==> config.mk <==
export PLATFORM = sky130hd
export DESIGN_NAME = lfsr_prbs_gen
export DESIGN_NICKNAME = d
export VERILOG_FILES = /design/src/rtl/lfsr_pkg.sv /design/src/rtl/lfsr_period_meter.sv /design/src/rtl/lfsr_prbs_gen.sv
export SDC_FILE = /design/constraint.sdc
export NUM_CORES = 1
export LEC_CHECK = 0
export BUFFER_PORTS_ARGS = -buffer_cell sky130_fd_sc_hd__buf_2
export CAP_MARGIN = 15
export CELL_PAD_IN_SITES_DETAIL_PLACEMENT = 0
export CELL_PAD_IN_SITES_GLOBAL_PLACEMENT = 1
export CORE_ASPECT_RATIO = 0.6
export CORE_MARGIN = 2
export CORE_UTILIZATION = 46
export CTS_CLUSTER_DIAMETER = 30
export DETAILED_ROUTE_END_ITERATION = 12
export PLACE_DENSITY_LB_ADDON = 0.1
export SYNTH_ARGS = -nofsm -noshare
export SYNTH_HDL_FRONTEND = slang
export SYNTH_SLANG_ARGS = --single-unit
==> constraint.sdc <==
create_clock -name clk -period 5.3 [get_ports clk]
set_input_delay 0.53 -clock clk [delete_from_list [all_inputs] [get_ports clk]]
set_output_delay 0.53 -clock clk [all_outputs]
set_load 0.005 [all_outputs]
==> src/rtl/lfsr_pkg.sv <==
// Shared LFSR constants and helpers.
// Tap masks, feedback parity, zero check, meter control bundle.
package lfsr_pkg;

  localparam int MAX_W = 64;

  typedef struct packed {
    logic restart;
    logic clearMeas;
    logic step;
  } meterCtl_t;

  // Bit i set means x^i appears in the primitive polynomial.
  function automatic logic [15:0] defaultTaps(input int w);
    logic [15:0] t;
    case (w)
      4:       t = 16'h0009;
      5:       t = 16'h0009;
      6:       t = 16'h0021;
      7:       t = 16'h0041;
      8:       t = 16'h0071;
      9:       t = 16'h0021;
      10:      t = 16'h0081;
      11:      t = 16'h0201;
      12:      t = 16'h0053;
      13:      t = 16'h001B;
      14:      t = 16'h002B;
      15:      t = 16'h4001;
      16:      t = 16'hA011;
      default: t = 16'h0000;
    endcase
    return t;
  endfunction

  function automatic logic feedbackParity(
    input logic [MAX_W-1:0] st,
    input logic [MAX_W-1:0] taps
  );
    return ^(st & taps);
  endfunction

  function automatic logic isZero(input logic [MAX_W-1:0] st);
    return st == '0;
  endfunction

endpackage

==> src/rtl/lfsr_period_meter.sv <==
// Period meter: start value, saturating step count, wrap pulse.
// In: clk, rst, ctl, restartVal, nextState. Out: wrap, periodLen, periodValid.
module lfsr_period_meter
  import lfsr_pkg::*;
#(
  parameter int              WIDTH    = 8,
  parameter int              CNT_W    = WIDTH,
  parameter logic [WIDTH-1:0] INIT_VAL = 8'h80
) (
  input  logic             clk,
  input  logic             rst,
  input  meterCtl_t        ctl,
  input  logic [WIDTH-1:0] restartVal,
  input  logic [WIDTH-1:0] nextState,
  output logic             wrap,
  output logic [CNT_W-1:0] periodLen,
  output logic             periodValid
);

  logic [WIDTH-1:0] startVal;
  logic [CNT_W-1:0] cnt;
  logic [CNT_W-1:0] cntInc;

  assign cntInc = (&cnt) ? cnt : cnt + 1'b1;

  always_ff @(posedge clk or posedge rst) begin
    if (rst) begin
      startVal    <= INIT_VAL;
      cnt         <= '0;
      wrap        <= 1'b0;
      periodLen   <= '0;
      periodValid <= 1'b0;
    end else begin
      wrap <= 1'b0;
      if (ctl.restart) begin
        startVal <= restartVal;
        cnt      <= '0;
        if (ctl.clearMeas) begin
          periodLen   <= '0;
          periodValid <= 1'b0;
        end
      end else if (ctl.step) begin
        if (nextState == startVal) begin
          wrap        <= 1'b1;
          periodLen   <= cntInc;
          periodValid <= 1'b1;
          cnt         <= '0;
        end else begin
          cnt <= cntInc;
        end
      end
    end
  end

endmodule

==> src/rtl/lfsr_prbs_gen.sv <==
// Fibonacci LFSR PRBS source with seed load, lock-up recovery, period meter.
// In: clk, rst, sync_init, load, seed, en. Out: state, ser_out, wrap, lockup, period_len, period_valid.
module lfsr_prbs_gen
  import lfsr_pkg::*;
#(
  parameter int               WIDTH    = 8,
  parameter logic [WIDTH-1:0] TAPS     = 8'h71,
  parameter logic [WIDTH-1:0] INIT_VAL = 8'h80,
  parameter int               CNT_W    = WIDTH
) (
  input  logic             clk,
  input  logic             rst,
  input  logic             sync_init,
  input  logic             load,
  input  logic [WIDTH-1:0] seed,
  input  logic             en,
  output logic [WIDTH-1:0] state,
  output logic             ser_out,
  output logic             wrap,
  output logic             lockup,
  output logic [CNT_W-1:0] period_len,
  output logic             period_valid
);

  logic             fb;
  logic             stateZero;
  logic [WIDTH-1:0] nextState;
  logic             doInit;
  logic             doLoad;
  logic             doRecover;
  logic             doStep;
  meterCtl_t        ctl;
  logic [WIDTH-1:0] restartVal;

  assign fb        = feedbackParity(MAX_W'(state), MAX_W'(TAPS));
  assign stateZero = isZero(MAX_W'(state));
  assign nextState = {fb, state[WIDTH-1:1]};
  assign ser_out   = state[0];

  assign doInit    = sync_init;
  assign doLoad    = !sync_init && load;
  assign doRecover = !sync_init && !load && en && stateZero;
  assign doStep    = !sync_init && !load && en && !stateZero;

  // Recovery restarts the meter but keeps the last measurement.
  assign ctl.restart   = doInit || doLoad || doRecover;
  assign ctl.clearMeas = doInit || doLoad;
  assign ctl.step      = doStep;
  assign restartVal    = doLoad ? seed : INIT_VAL;

  always_ff @(posedge clk or posedge rst) begin
    if (rst) begin
      state  <= INIT_VAL;
      lockup <= 1'b0;
    end else begin
      lockup <= doRecover;
      unique case (1'b1)
        doInit:    state <= INIT_VAL;
        doLoad:    state <= seed;
        doRecover: state <= INIT_VAL;
        doStep:    state <= nextState;
        default:   state <= state;
      endcase
    end
  end

  lfsr_period_meter #(
    .WIDTH    (WIDTH),
    .CNT_W    (CNT_W),
    .INIT_VAL (INIT_VAL)
  ) uMeter (
    .clk         (clk),
    .rst         (rst),
    .ctl         (ctl),
    .restartVal  (restartVal),
    .nextState   (nextState),
    .wrap        (wrap),
    .periodLen   (period_len),
    .periodValid (period_valid)
  );

endmodule

=== After elaboration in Yosys (flattened, before gate mapping) ===
Index checks and enable logic that the tools add are counted.
Widths: inputs -> output; s select.

* Flip-flop bits (word level): 35
* Input port bits: 13
* Output and inout port bits: 20

* Add/subtract/negate cells: 1
* Equality and inequality tests: 2
* Muxes and demuxes: 17
* Reduce and logical (&&, ||, !) cells: 18

{| class="wikitable"
|+ Operators with widths
! operator !! number
|-
| $mux 8 || 9
|-
| $reduce_xor 64->1 || 1
|-
| $pmux 8 s3 || 1
|-
| $add 8x1->8 const B || 1
|-
| $eq 8x8->1 || 1
|-
| $logic_not 8->1 || 1
|-
| $reduce_and 8->1 || 1
|-
| $mux 1 || 7
|-
| $logic_and 1x1->1 || 5
|-
| $reduce_bool 2->1 || 2
|-
| $logic_not 1->1 || 3
|-
| $reduce_and 3->1 || 1
|-
| $reduce_bool 3->1 || 1
|-
| $logic_or 1x1->1 || 2
|-
| $ne 2x2->1 const B || 1
|-
| $reduce_or 2->1 || 1
|}

=== Logic depth before layout (Yosys ltp) ===
* Word-level depth: 7
* Gate-level depth with buffers: 8

=== By module ===
From an unflattened synthesis, not the netlist that was laid out.

* Cells, all modules: 189
* Area total of the unflattened synthesis: 2048.2 um^2

{| class="wikitable"
|+ Modules (own cells, without submodules)
! module !! times used !! cells each !! area each (um^2) !! sequential area each (um^2)
|-
| lfsr_period_meter || 1 || 124 || 1403.8 || 651.9
|-
| lfsr_prbs_gen || 1 || 65 || 644.4 || 226.5
|}

=== Worst setup path after synthesis ===
OpenSTA, ideal clock, no wires.

* Kind: flip-flop to flip-flop
* Start point: register state[4]
* End point: register uMeter.periodLen[1]
* Setup time: 0.079 ns
* Arrival: 1.793 ns
* Data required time: 5.221 ns
* Path slack: 3.427 ns
* Stages on the path, launching flop included: 9
* Period minus slack after synthesis: 1.873 ns
* Cell sequence: dfrtp_1 inv_1 ha_1 xnor3_2 xnor2_4 nor3_4 nand3_4 inv_4 mux2i_1

* Longest elaborated chain between the ends: 5
* Elaborated cells between the ends (all ways): 12

{| class="wikitable"
|+ RTL lines
! item !! line !! text
|-
| start, declared || lfsr_prbs_gen.sv:17 || <nowiki>output logic [WIDTH-1:0] state,</nowiki>
|-
| start signal, assigned || lfsr_prbs_gen.sv:61 || <nowiki>doStep: state <= nextState;</nowiki>
|-
| start signal, assigned || lfsr_prbs_gen.sv:62 || <nowiki>default: state <= state;</nowiki>
|-
| branches (longest 5 deep; another with $reduce_xor 64->1) || -- ||
|-
| end signal, assigned || lfsr_period_meter.sv:45 || <nowiki>periodLen <= cntInc;</nowiki>
|-
| end, declared || lfsr_period_meter.sv:16 || <nowiki>output logic [CNT_W-1:0] periodLen,</nowiki>
|}

Several ways; the timed one is not identified.
A chain may end at the register's enable or synchronous reset.

=== Final worst setup path ===
* Start point: register state[4]
* End point: register uMeter.cnt[1]

* Longest elaborated chain between the ends: 5
* Elaborated cells between the ends (all ways): 11

{| class="wikitable"
|+ RTL lines
! item !! line !! text
|-
| $reduce_xor 64->1 || lfsr_pkg.sv:39 || <nowiki>return ^(st & taps);</nowiki>
|-
| $eq 8x8->1 || lfsr_period_meter.sv:43 || <nowiki>if (nextState == startVal) begin</nowiki>
|-
| $mux 8 || lfsr_period_meter.sv:43 ||
|-
| $mux 8 || lfsr_period_meter.sv:42 || <nowiki>end else if (ctl.step) begin</nowiki>
|-
| $mux 8 || lfsr_period_meter.sv:35 || <nowiki>if (ctl.restart) begin</nowiki>
|-
| end signal, assigned || lfsr_period_meter.sv:49 || <nowiki>cnt <= cntInc;</nowiki>
|-
| end, declared || lfsr_period_meter.sv:21 || <nowiki>logic [CNT_W-1:0] cnt;</nowiki>
|}

Parallel ways exist; a longest one is shown, timed or not. The select of a mux whose other input is x is not followed.

==> qor.yml <==
die:
  die_w_um: 85.6
  core_area_um2: 3740
  design.die.area_um2: 4530
  start_util_pct: 49.1
  top_level_ports: 33
  rows: 17
  die_h_um: 52.9
place:
  place.detailed.instances: 245
  pre_cts_slack_ns: 3.15
  io_buffers: 32
  gp_congestion: 0.830
  dp.final_hpwl_mm: 3.08
detailed_routing:
  wl_per_cell_um: 16.9
  drt_drc_violations_left: 0
  drt.antenna.violating_nets: 0
  drt-total-wl_mm: 4.27
  detailedRoute.firstPassIterationCount: 4
  dr_total_vias: 1436
  avgViaCountPerCell: 5.68
  detailedRoute.firstIterationViolations: 72
synthesis:
  synthMostInstantiatedCell: "dfrtp_1"
  share_of_async_settable_or_async_resettable_flops_after_synthesis_pct: 100
  synth.net_count: 187
  ys_types: 43
  ys_ff_latch: 35
  yosys_most_used_dff: "dfrtp_1"
  synth_common_cells: "dfrtp_1 (33), nand2_1 (16), mux2i_1 (14), nor2_1 (13), a21oi_1 (11)"
  summed_instance_area_of_the_synthesized_netlist_um2: 1840
  postSynthCellCount: 172
  avgSynthCellArea_um2: 10.7
  ys_seq_area_share_pct: 47.8
  post-synth-top-area-fraction_pct: 45.0
  post-synth-top-area-cell: "dfrtp_1"
  yosys-top-cells-area: "dfrtp_1 (45%), mux2i_1 (7.6%), a22o_1 (3.8%)"
  edff_count_synth: 0
  yosysWarnings: 0
global_route:
  antenna_violations_before_repair: 0
  grt_pass1_wl_mm: 7.09
  pin_count_of_the_biggest_net_entering_global_routing: 36
  grtUsageTotal_pct: 21.0
  number_of_global_route_vias_before_repair: 1359
  grt_overflow: 0
power_and_ir_drop:
  comb_power_share_pct: 15.6
  total_power_mw: 0.563
  seq_power_share_pct: 51.4
  sw_share_pct: 27.8
  p_per_area_nw_per_um2: 267
  power_frac_clock_pct: 33.0
  net_load_switching_power_mw: 0.157
  cellInternalPower_mw: 0.407
  vdd_ir_drop_max_mv: 0.136
  p_leak_nw: 0.987
clock_tree:
  clock_path_buffers: 2
  post-cts-setup-buffers: 0
  post_cts_resize_count: 0
  tritoncts: "built"
  clkTransAtPathRegs_ns: 0.07
  htree_levels: 2
  tritoncts_num_sinks: 35
  clkLatencyLatePin_ns: 0.28
  hold_buffers: 0
  clock-root-buffer: "clkbuf_8"
  tritoncts.num_buffers: 5
flow_run:
  timing.max_cap.violations: 0
finish:
  layout_overhead_on_the_synthesized_area_pct: 15.1
  antenna_cells_inserted: 0
  drive_gt1_share_pct: 23.8
  fillCellCount: 334
  finalNonFillerCells: 253
  design.final.nets: 220
  multi_input_comb_area_um2: 906
  final-seq-area_um2: 878
worst_setup_path:
  rr_endpoint: "uMeter.cnt[1]$_DFFE_PP0P_"
  timing.critical_path.from_type: "flip-flop"
  critical_path.reg2reg.startpoint: "state[4]$_DFFE_PP0P_"
  r2r_setup_slack_ns: 3.13
  critPathKind: "flip-flop to flip-flop"
  timing.critical_path.fanout_max: 10
  end_kind: "flip-flop"
  critPathRequiredTime_ns: 5.50
  reg2reg_depth: 7
  cp_data_arrival_time_ns: 2.37
timing:
  slew_violations: 0
  slew_worst_pin_ns: 0.978
  layout_setup_ws_ns: 3.13
  finalHoldViolations: 0
  max_freq_mhz: 460
  setup_repair_after_global_routing_missed_its_margin: "no"
  final.min_clock_period_ns: 2.17
  timing.max_slew.rel_slack_pct: 34.3
  setup-violations-final: 0
  fin_skew_ns: 0.00429
  min_period_over_period_pct: 41.0
  final.setup.tns_ns: 0
status:
  run_status: "completed"
worst_hold_path:
  hold_path_class: "input port to async pin"
==> registers in the layout, indices dropped and copies added (netlist names) <==
| signal | flops |
|---|---|
| uMeter.cnt | 8 |
| uMeter.periodValid | 1 |
| uMeter.wrap | 1 |
| uMeter.periodLen | 8 |
| lockup | 1 |
| uMeter.startVal | 8 |
| state | 8 |
==> layout by cell type (no fill, tap or decap), types with 4 or more instances in the layout <==
cell,Yosys,routed
nand2_1,16,16
a22o_1,8,8
nand3_1,7,7
a21oi_1,11,11
mux2i_1,14,14
dfrtp_1,33,33
xnor2_1,8,8
inv_1,4,4
o31ai_1,4,4
buf_2,1,32
nor3_1,5,5
clkbuf_8,0,5
nor2_1,13,13
==> how the worst max path moves through the flow <==
stage                              start                         endpoint  slack [ns]  depth (start not counted)
floorplan           state[4]$_DFFE_PP0P_  uMeter.periodLen[1]$_DFFE_PP0P_        3.43                          8
global placement    state[4]$_DFFE_PP0P_        uMeter.cnt[1]$_DFFE_PP0P_        3.23                          7
detailed placement  state[4]$_DFFE_PP0P_        uMeter.cnt[1]$_DFFE_PP0P_        3.15                          7
CTS                 state[4]$_DFFE_PP0P_        uMeter.cnt[1]$_DFFE_PP0P_        3.13                          7
global route        state[4]$_DFFE_PP0P_        uMeter.cnt[1]$_DFFE_PP0P_        2.97                          7
finish              state[4]$_DFFE_PP0P_        uMeter.cnt[1]$_DFFE_PP0P_        3.13                          7
==> metrics by stage <==
| stage | cell area [um2] | util, % | hold slack [ns] |
|---|---|---|---|
| 5_1_grt | 2110 | 56.5 | 0.379 |
| 3_3_place_gp | 2030 | 54.3 | 0.470 |
| 2_1_floorplan | 1840 | - | 0.487 |
| 4_1_cts | 2110 | 56.5 | 0.355 |
| 6_report | 2110 | 56.5 | 0.353 |
| 3_5_place_dp | 2030 | 54.3 | 0.483 |
==> cell families (layout without fill, tap and decap cells) <==
kind of cell	Yosys count	after routing	share of synthesized area, %
AND/OR/NAND/NOR	58	58	16.8
AO/OA/AOI/OAI	41	41	16.9
flip-flops	35	35	47.8
multiplexers	14	14	7.63
buffers and inverters	12	46	2.86
XOR/XNOR	10	10	6.61
adder cells (fa/ha/maj)	2	2	1.36
==> routing by layer <==
layer | wire (um) | vias to the layer above | GRT usage (%) | share of wire (%)
met3 | 245 | 2 | 5.93 | 5.7
met4 | 14 | 0 | 5.56 | 0.33
met2 | 1690 | 40 | 27.9 | 39
met5 | 0 | - | 0 | 0
li1 | - | 694 | - | -
met1 | 2330 | 700 | 32.8 | 54
==> worst max-delay path, stage by stage (launching register included) <==
cell       delay [ns]
dfrtp_1          0.41
inv_1            0.08
ha_1             0.19
nor4b_2          0.18
a311oi_4         0.65
o31ai_4          0.24
o21ai_1          0.22
o2bb2ai_1        0.13
==> area by class of cell <==
type | count | area share [%]
Tap cell | 47 | 2.78
Inverter | 5 | 1.01
Timing Repair Buffer | 33 | 7.93
Clock buffer | 7 | 3.61
Clock inverter | 1 | 0.237
Multi-Input combinational cell | 125 | 42.9
Sequential cell | 35 | 41.6
==> power groups by stage <==
stage	Sequential (mW)	Clock (mW)	Combinational, mW
floorplan	0.292	0	0.0642
global placement	0.294	0	0.0861
detailed placement	0.294	0	0.0879
CTS	0.289	0.191	0.0882
global route	0.291	0.206	0.0961
finish	0.290	0.186	0.0879
No activity file was read; power rests on OpenSTA's default activity.
